**config.mk**
```make
export PLATFORM = sky130hd
export DESIGN_NAME = fetch_decode_stage
export DESIGN_NICKNAME = d
export VERILOG_FILES = /design/src/rtl/cpu_pkg.sv /design/src/rtl/if_skid_buffer.sv /design/src/rtl/fetch_decode_stage.sv
export SDC_FILE = /design/constraint.sdc
export NUM_CORES = 1
export LEC_CHECK = 0
export BUFFER_PORTS_ARGS = -buffer_cell sky130_fd_sc_hd__buf_2
export CAP_MARGIN = 20
export CORE_MARGIN = 1.5
export CORE_UTILIZATION = 46
export DETAILED_ROUTE_END_ITERATION = 8
export PLACE_DENSITY = 0.72
export SYNTH_ARGS = -nofsm -noshare
export SYNTH_HDL_FRONTEND = slang
export SYNTH_SLANG_ARGS = --single-unit
```
**constraint.sdc**
```tcl
create_clock -name clk -period 10.2 [get_ports clk]
set_clock_uncertainty 0.1 [all_clocks]
set_input_delay 0 -clock clk [delete_from_list [all_inputs] [get_ports clk]]
set_output_delay 0 -clock clk [all_outputs]
set_load 0.01 [all_outputs]
```
**src/rtl/cpu_pkg.sv**
```systemverilog
// Shared CPU front-end definitions: immediate-source encodings, the NOP word
// and the fetch FSM state type.
package cpu_pkg;

  localparam logic [1:0]  IMM_SRC_DP  = 2'b00;
  localparam logic [1:0]  IMM_SRC_MEM = 2'b01;
  localparam logic [1:0]  IMM_SRC_BR  = 2'b10;

  // mov r0,r0
  localparam logic [31:0] NOP_INSTR   = 32'hE1A0_0000;

  typedef enum logic {
    S_REQ,
    S_HOLD
  } fetchState_e;

endpackage

```
**src/rtl/if_skid_buffer.sv**
```systemverilog
// One-entry {instr,pc} holding register used when decode stalls mid-fetch.
// Only the full flag is reset; the payload is meaningless while empty.
module if_skid_buffer (
  input  logic        clk,
  input  logic        reset,
  input  logic        load,
  input  logic        unload,
  input  logic        clear,
  input  logic [31:0] instrIn,
  input  logic [31:0] pcIn,
  output logic [31:0] instrOut,
  output logic [31:0] pcOut,
  output logic        full
);

  always_ff @(posedge clk) begin
    if (reset || clear) begin
      full <= 1'b0;
    end else if (load) begin
      full <= 1'b1;
    end else if (unload) begin
      full <= 1'b0;
    end
  end

  always_ff @(posedge clk) begin
    if (load) begin
      instrOut <= instrIn;
      pcOut    <= pcIn;
    end
  end

endmodule

```
**src/rtl/fetch_decode_stage.sv**
```systemverilog
// Instruction fetch with IF/ID register and one-entry skid buffer; decodes the
// immediate field and immediate-source select for the extender.
module fetch_decode_stage #(
  parameter logic [31:0] RESET_PC  = 32'h0000_0000,
  parameter logic [31:0] NOP_INSTR = cpu_pkg::NOP_INSTR
) (
  input  logic        clk,
  input  logic        reset,
  output logic        imem_req,
  output logic [31:0] imem_addr,
  input  logic [31:0] imem_rdata,
  input  logic        imem_valid,
  input  logic        stall_d,
  input  logic        branch_taken,
  input  logic [31:0] branch_target,
  output logic [31:0] instr_d,
  output logic [31:0] pc_d,
  output logic [31:0] pc_plus8_d,
  output logic        valid_d,
  output logic [23:0] imm_value_d,
  output logic [1:0]  imm_src_d
);
  import cpu_pkg::*;

  fetchState_e state;
  logic [31:0] pcF;
  logic [31:0] instrD;
  logic [31:0] pcD;
  logic        validD;
  logic [31:0] skidInstr;
  logic [31:0] skidPc;
  logic        skidFull;
  logic        skidLoad;
  logic        skidUnload;

  assign skidLoad   = (state == S_REQ) && imem_valid && stall_d && !branch_taken;
  assign skidUnload = (state == S_HOLD) && !stall_d && !branch_taken;

  if_skid_buffer skid (
    .clk      (clk),
    .reset    (reset),
    .load     (skidLoad),
    .unload   (skidUnload),
    .clear    (branch_taken),
    .instrIn  (imem_rdata),
    .pcIn     (pcF),
    .instrOut (skidInstr),
    .pcOut    (skidPc),
    .full     (skidFull)
  );

  // fetch -> IF/ID boundary; a redirect overrides stall and any response
  always_ff @(posedge clk) begin
    if (reset) begin
      state  <= S_REQ;
      pcF    <= RESET_PC;
      validD <= 1'b0;
      instrD <= NOP_INSTR;
      pcD    <= 32'h0;
    end else if (branch_taken) begin
      state  <= S_REQ;
      pcF    <= branch_target & ~32'd3;
      validD <= 1'b0;
      instrD <= NOP_INSTR;
    end else begin
      case (state)
        S_REQ: begin
          if (!stall_d) begin
            if (imem_valid) begin
              instrD <= imem_rdata;
              pcD    <= pcF;
              validD <= 1'b1;
              pcF    <= pcF + 32'd4;
            end else begin
              instrD <= NOP_INSTR;
              validD <= 1'b0;
            end
          end else if (imem_valid) begin
            pcF   <= pcF + 32'd4;
            state <= S_HOLD;
          end
        end
        S_HOLD: begin
          if (!stall_d && skidFull) begin
            instrD <= skidInstr;
            pcD    <= skidPc;
            validD <= 1'b1;
            state  <= S_REQ;
          end else if (!stall_d) begin
            state  <= S_REQ;
          end
        end
        default: state <= S_REQ;
      endcase
    end
  end

  assign imem_req    = (state == S_REQ) && !reset;
  assign imem_addr   = pcF;
  assign instr_d     = instrD;
  assign pc_d        = pcD;
  assign pc_plus8_d  = pcD + 32'd8;
  assign valid_d     = validD;
  assign imm_value_d = instrD[23:0];

  always_comb begin
    imm_src_d = IMM_SRC_DP;
    case (instrD[27:26])
      2'b00:   imm_src_d = IMM_SRC_DP;
      2'b01:   imm_src_d = IMM_SRC_MEM;
      2'b10:   imm_src_d = IMM_SRC_BR;
      default: imm_src_d = IMM_SRC_DP;
    endcase
  end

endmodule

```
==> results_tabular.tex <==
\begin{tabular}{lr}
\hline
Metric & Value \\
\hline
\multicolumn{2}{l}{\textbf{Die}} \\
Die Area & approximately 16000 sq um \\
Total core area & approximately 15000 sq um \\
Chip Width & between 100 and 150 microns \\
Vert. Die Dim & about 130 microns \\
Standard-cell rows & 45 \\
Initial Utilization & a little under half \\
I/O pin count & about 230 \\
\multicolumn{2}{l}{\textbf{Setup path}} \\
Critical Path Stages & 4 \\
Top delay family on crit path & simple AND/OR/NAND/NOR gates \\
Required time of the worst setup path & about 10 ns \\
Setup slack, reg-to-reg & around 7.4 ns \\
Endpoint arrival time on the critical path & 3.06 ns \\
Worst Setup EP & imem\_addr[30] \\
CP max FO & 69 \\
Number of buffers and inverters on the critical path & 0 \\
Delay of the slowest cell on the worst path & around 0.71 ns \\
Worst r2r dst & imem\_addr[30] \\
Type of origin of the critical path & flip-flop \\
Path type of the worst setup path & reg2reg \\
R2R Path Start & state \\
Library cell contributing the largest single delay on the critical path & sky130\_fd\_sc\_hd\_\_or4\_1 \\
Critical Path Start & state \\
Nature of the critical path endpoint & flip-flop \\
Path depth of the worst reg2reg path & 4 \\
Critical path, cell by cell & and4b\_1 -> nand4bb\_1 -> or4\_1 -> a311oi\_1 \\
\multicolumn{2}{l}{\textbf{Placed design}} \\
Number of port buffers & between 200 and 250 \\
Number of instances in the placed design & 1056 \\
Routability congestion estimate from global placement & 0.791 \\
Worst setup slack before clock tree synthesis & 7.39 ns \\
Post-detailed-placement cell area & between 8000 and 9000 sq um \\
Estimated wirelength of the detail-placed design & roughly 12 mm \\
\multicolumn{2}{l}{\textbf{CTS}} \\
CTS Root Cell & sky130\_fd\_sc\_hd\_\_clkbuf\_16 \\
Clock-pin slew of the registers on the worst-case setup and hold paths & approximately 0.06 ns \\
Number of clock sinks & 157 \\
TritonCTS clock tree & done \\
Clock latency at the later pin of the worst-skew pair & approximately 0.42 ns \\
Quantity of gates resized following cts & 0 \\
Clock tree buffer depth & 2 \\
CTS Buf Count & 17 \\
H-Tree Level Count & 4 \\
\multicolumn{2}{l}{\textbf{Global routing}} \\
Largest net degree at the start of global routing & 70 \\
Number of antenna violations at the first check in global routing & 0 \\
Total congestion overflow & 0 \\
Grt met1 use & $\sim$29\% \\
Wire length of the first global-routing pass & 30.3 mm \\
Number of global-route vias before repair & $\sim$6000 \\
Global Route met2 Usage & $\sim$40\% \\
Total Routing Usage GR & a little under a quarter \\
Routing layer with the top usage in global route & met2 \\
M3 GR Usage & under 10\% \\
\multicolumn{2}{l}{\textbf{Timing}} \\
Total count of hold-check failures in the final report & 0 \\
Slew Limit Headroom & 32.6\% \\
Final worst setup slack & between 7 and 8 ns \\
Number of endpoints failing setup at the final stage & 0 \\
Final worst path period share & between 20\% and 30\% \\
Count of final max-slew check failures & 0 \\
Minimum period implied by the final worst setup slack & about 2.8 ns \\
Summed negative setup slack over all endpoints & 0 ns \\
Max frequency & around 350 MHz \\
Worst hold slack & approximately 0.047 ns \\
RSZ-0062 raised after global routing & no \\
Slew at the pin closest to its max-slew limit & just over 1 ns \\
\multicolumn{2}{l}{\textbf{Finish}} \\
Nets & 1000 \\
Util after Layout & 62.0\% \\
\# fillers & approximately 1300 \\
Relative area change from synthesis to final layout & 31.5\% \\
Post-route insts no fill & $\sim$1200 \\
Antenna cell count & 0 \\
Final std cell area, no fill & between 9000 and 10000 sq um \\
Ratio of cells with drive above 1 in the final layout & between 20\% and 30\% \\
\multicolumn{2}{l}{\textbf{Pwr}} \\
Internal Dissipation & 1.19 mW \\
Total power per unit cell area & around 170 nW/um\^{}2 \\
PnR Total Power & 1.57 mW \\
Clock network fraction of total power & roughly 44\% \\
Leakage Power & $\sim$3.8 nW \\
Proportion of total power due to net switching & 24.4\% \\
Logic pwr share & between 10\% and 20\% \\
Switch Pwr & about 0.38 mW \\
VDD IR-drop max & about 110 uV \\
Sequential fraction of design power & 45.7\% \\
\multicolumn{2}{l}{\textbf{Synth}} \\
Count of distinct cell types in the synthesized netlist & 61 \\
Proportion of register bits with asynchronous set or reset after synthesis & 0\% \\
Largest cells by area after synthesis & sky130\_fd\_sc\_hd\_\_dfxtp\_1, sky130\_fd\_sc\_hd\_\_edfxtp\_1, sky130\_fd\_sc\_hd\_\_nor2\_1 \\
Cell taking the most area after synthesis & sky130\_fd\_sc\_hd\_\_dfxtp\_1 \\
Total standard cell area after synthesis & 7190 sq um \\
Total of flip-flops plus latches after synthesis & roughly 160 \\
Seq/Total Area, Yosys & $\sim$52\% \\
Post-Synthesis Cells & $\sim$700 \\
Number of synthesized flops with an enable pin & between 60 and 70 \\
Ys flop type & sky130\_fd\_sc\_hd\_\_dfxtp\_1 \\
Synthesis Warnings & 0 \\
Area fraction of the dominant cell type after synthesis & a little over a quarter \\
Average cell area after synthesis & 10.3 sq um \\
\multicolumn{2}{l}{\textbf{Route}} \\
Number of search-and-repair iterations in the first detailed-routing pass & 5 \\
Total wirelength of the detailed-routed design & approximately 19 mm \\
Final ANT Viol Nets & 0 \\
Drt initial violations & 272 \\
Routed via count divided by cell count & 5.45 \\
Number of vias after detailed routing & between 6000 and 7000 \\
Final routed wire length divided by cell count & 16.7 microns \\
Remaining design rule violation count & 0 \\
\multicolumn{2}{l}{\textbf{Run status}} \\
Result of the run & completed \\
\multicolumn{2}{l}{\textbf{Hold path}} \\
Hold/Removal Path Class & in2reg \\
\multicolumn{2}{l}{\textbf{Flow run}} \\
Max-cap check violation count & 0 \\
\hline
\end{tabular}
cell usage after synthesis, types with 6 or more instances:
cell type,n
sky130_fd_sc_hd__dfxtp_1,95
sky130_fd_sc_hd__nor2_1,87
sky130_fd_sc_hd__edfxtp_1,62
sky130_fd_sc_hd__a211oi_1,41
sky130_fd_sc_hd__nor3_1,33
sky130_fd_sc_hd__buf_4,32
sky130_fd_sc_hd__clkbuf_1,32
sky130_fd_sc_hd__nand2_1,32
sky130_fd_sc_hd__mux2i_1,30
sky130_fd_sc_hd__xnor2_1,30
sky130_fd_sc_hd__nand3_1,27
sky130_fd_sc_hd__a221oi_1,26
sky130_fd_sc_hd__nand4_1,22
sky130_fd_sc_hd__inv_1,11
sky130_fd_sc_hd__nor4_1,11
sky130_fd_sc_hd__and3_1,9
sky130_fd_sc_hd__xor2_1,8
sky130_fd_sc_hd__a21oi_1,7
sky130_fd_sc_hd__a311oi_1,7
sky130_fd_sc_hd__buf_1,7
sky130_fd_sc_hd__or3_1,6
final cells by class:
class | count | area, sq um | share of cell area [%]
clock inverters | 10 | 148 | 1.56
inverters | 12 | 45.0 | 0.476
flip-flops and latches | 157 | 3770 | 39.8
multi-input cells | 452 | 2940 | 31.1
well taps | 211 | 264 | 2.79
clock buffers | 21 | 503 | 5.32
repair buffers | 289 | 1790 | 18.9
cell usage in the layout, fill, tap and decap left out, drive strengths merged, types with 7 or more instances in the layout:
master / synthesis / routed
xnor2: 30 / 30
mux2i: 30 / 30
buf: 45 / 224
xor2: 8 / 8
and3: 11 / 11
nor3: 33 / 33
nand4: 23 / 23
a221oi: 26 / 26
inv: 11 / 14
dfxtp: 95 / 95
clkbuf: 37 / 21
a211oi: 41 / 41
nor4: 12 / 12
a311oi: 7 / 7
dlygate4sd3: 0 / 65
a21oi: 7 / 7
nand3: 29 / 29
edfxtp: 62 / 62
a2111oi: 8 / 8
nor2: 87 / 87
nand2: 32 / 32
sequential cells by signal, summed over array words and instances, names as in the netlist:
name,flops
skid.pcOut,30
pc_d,30
skid.full,1
instr_d,32
state,1
imem_addr,30
valid_d,1
skid.instrOut,32
worst min path at each step:
| stage | end | depth (start not counted) | start |
|---|---|---|---|
| 2_1_floorplan | skid.instrOut[0] | 0 | imem_rdata[0] |
| 3_3_place_gp | skid.instrOut[28] | 1 | imem_rdata[28] |
| 3_5_place_dp | skid.instrOut[2] | 1 | imem_rdata[2] |
| 4_1_cts | imem_addr[2] | 3 | branch_taken |
| 5_1_grt | imem_addr[2] | 3 | branch_taken |
| 6_report | imem_addr[2] | 3 | branch_taken |
metal layers:
metal	wire (microns)	part of all wire (%)
met1	8240	43
met2	9380	49
met3	1300	6.8
met4	296	1.5
met5	0	0
power by group through the flow:
stage,clock (mW),combinational (mW),sequential (mW)
final,0.687,0.168,0.719
after floorplan,0,0.0901,0.729
after global routing,0.721,0.185,0.724
after detailed placement,0,0.148,0.732
after CTS,0.699,0.168,0.719
after global placement,0,0.146,0.731
cells by family after synthesis:
group	after synthesis	synth area share, %
adder cells (fa/ha/maj)	2	0.348
flip-flops	157	52.3
other	1	0.0521
AO/OA/AOI/OAI	116	12.8
buffers and inverters	94	7.43
multiplexers	30	4.17
AND/OR/NAND/NOR	260	18.3
XOR/XNOR	38	4.63
repair_timing:
item	CTS	global route
setup buffers	0	0
hold buffers	65	0
endpoints found under the hold margin	96	0
tightest hold or removal path, stage by stage:
cell	delay (ns)
sky130_fd_sc_hd__buf_2	0.31
sky130_fd_sc_hd__nand2_1	0.14
sky130_fd_sc_hd__a21oi_1	0.06
Note: power is estimated with default switching activity, not from simulation.
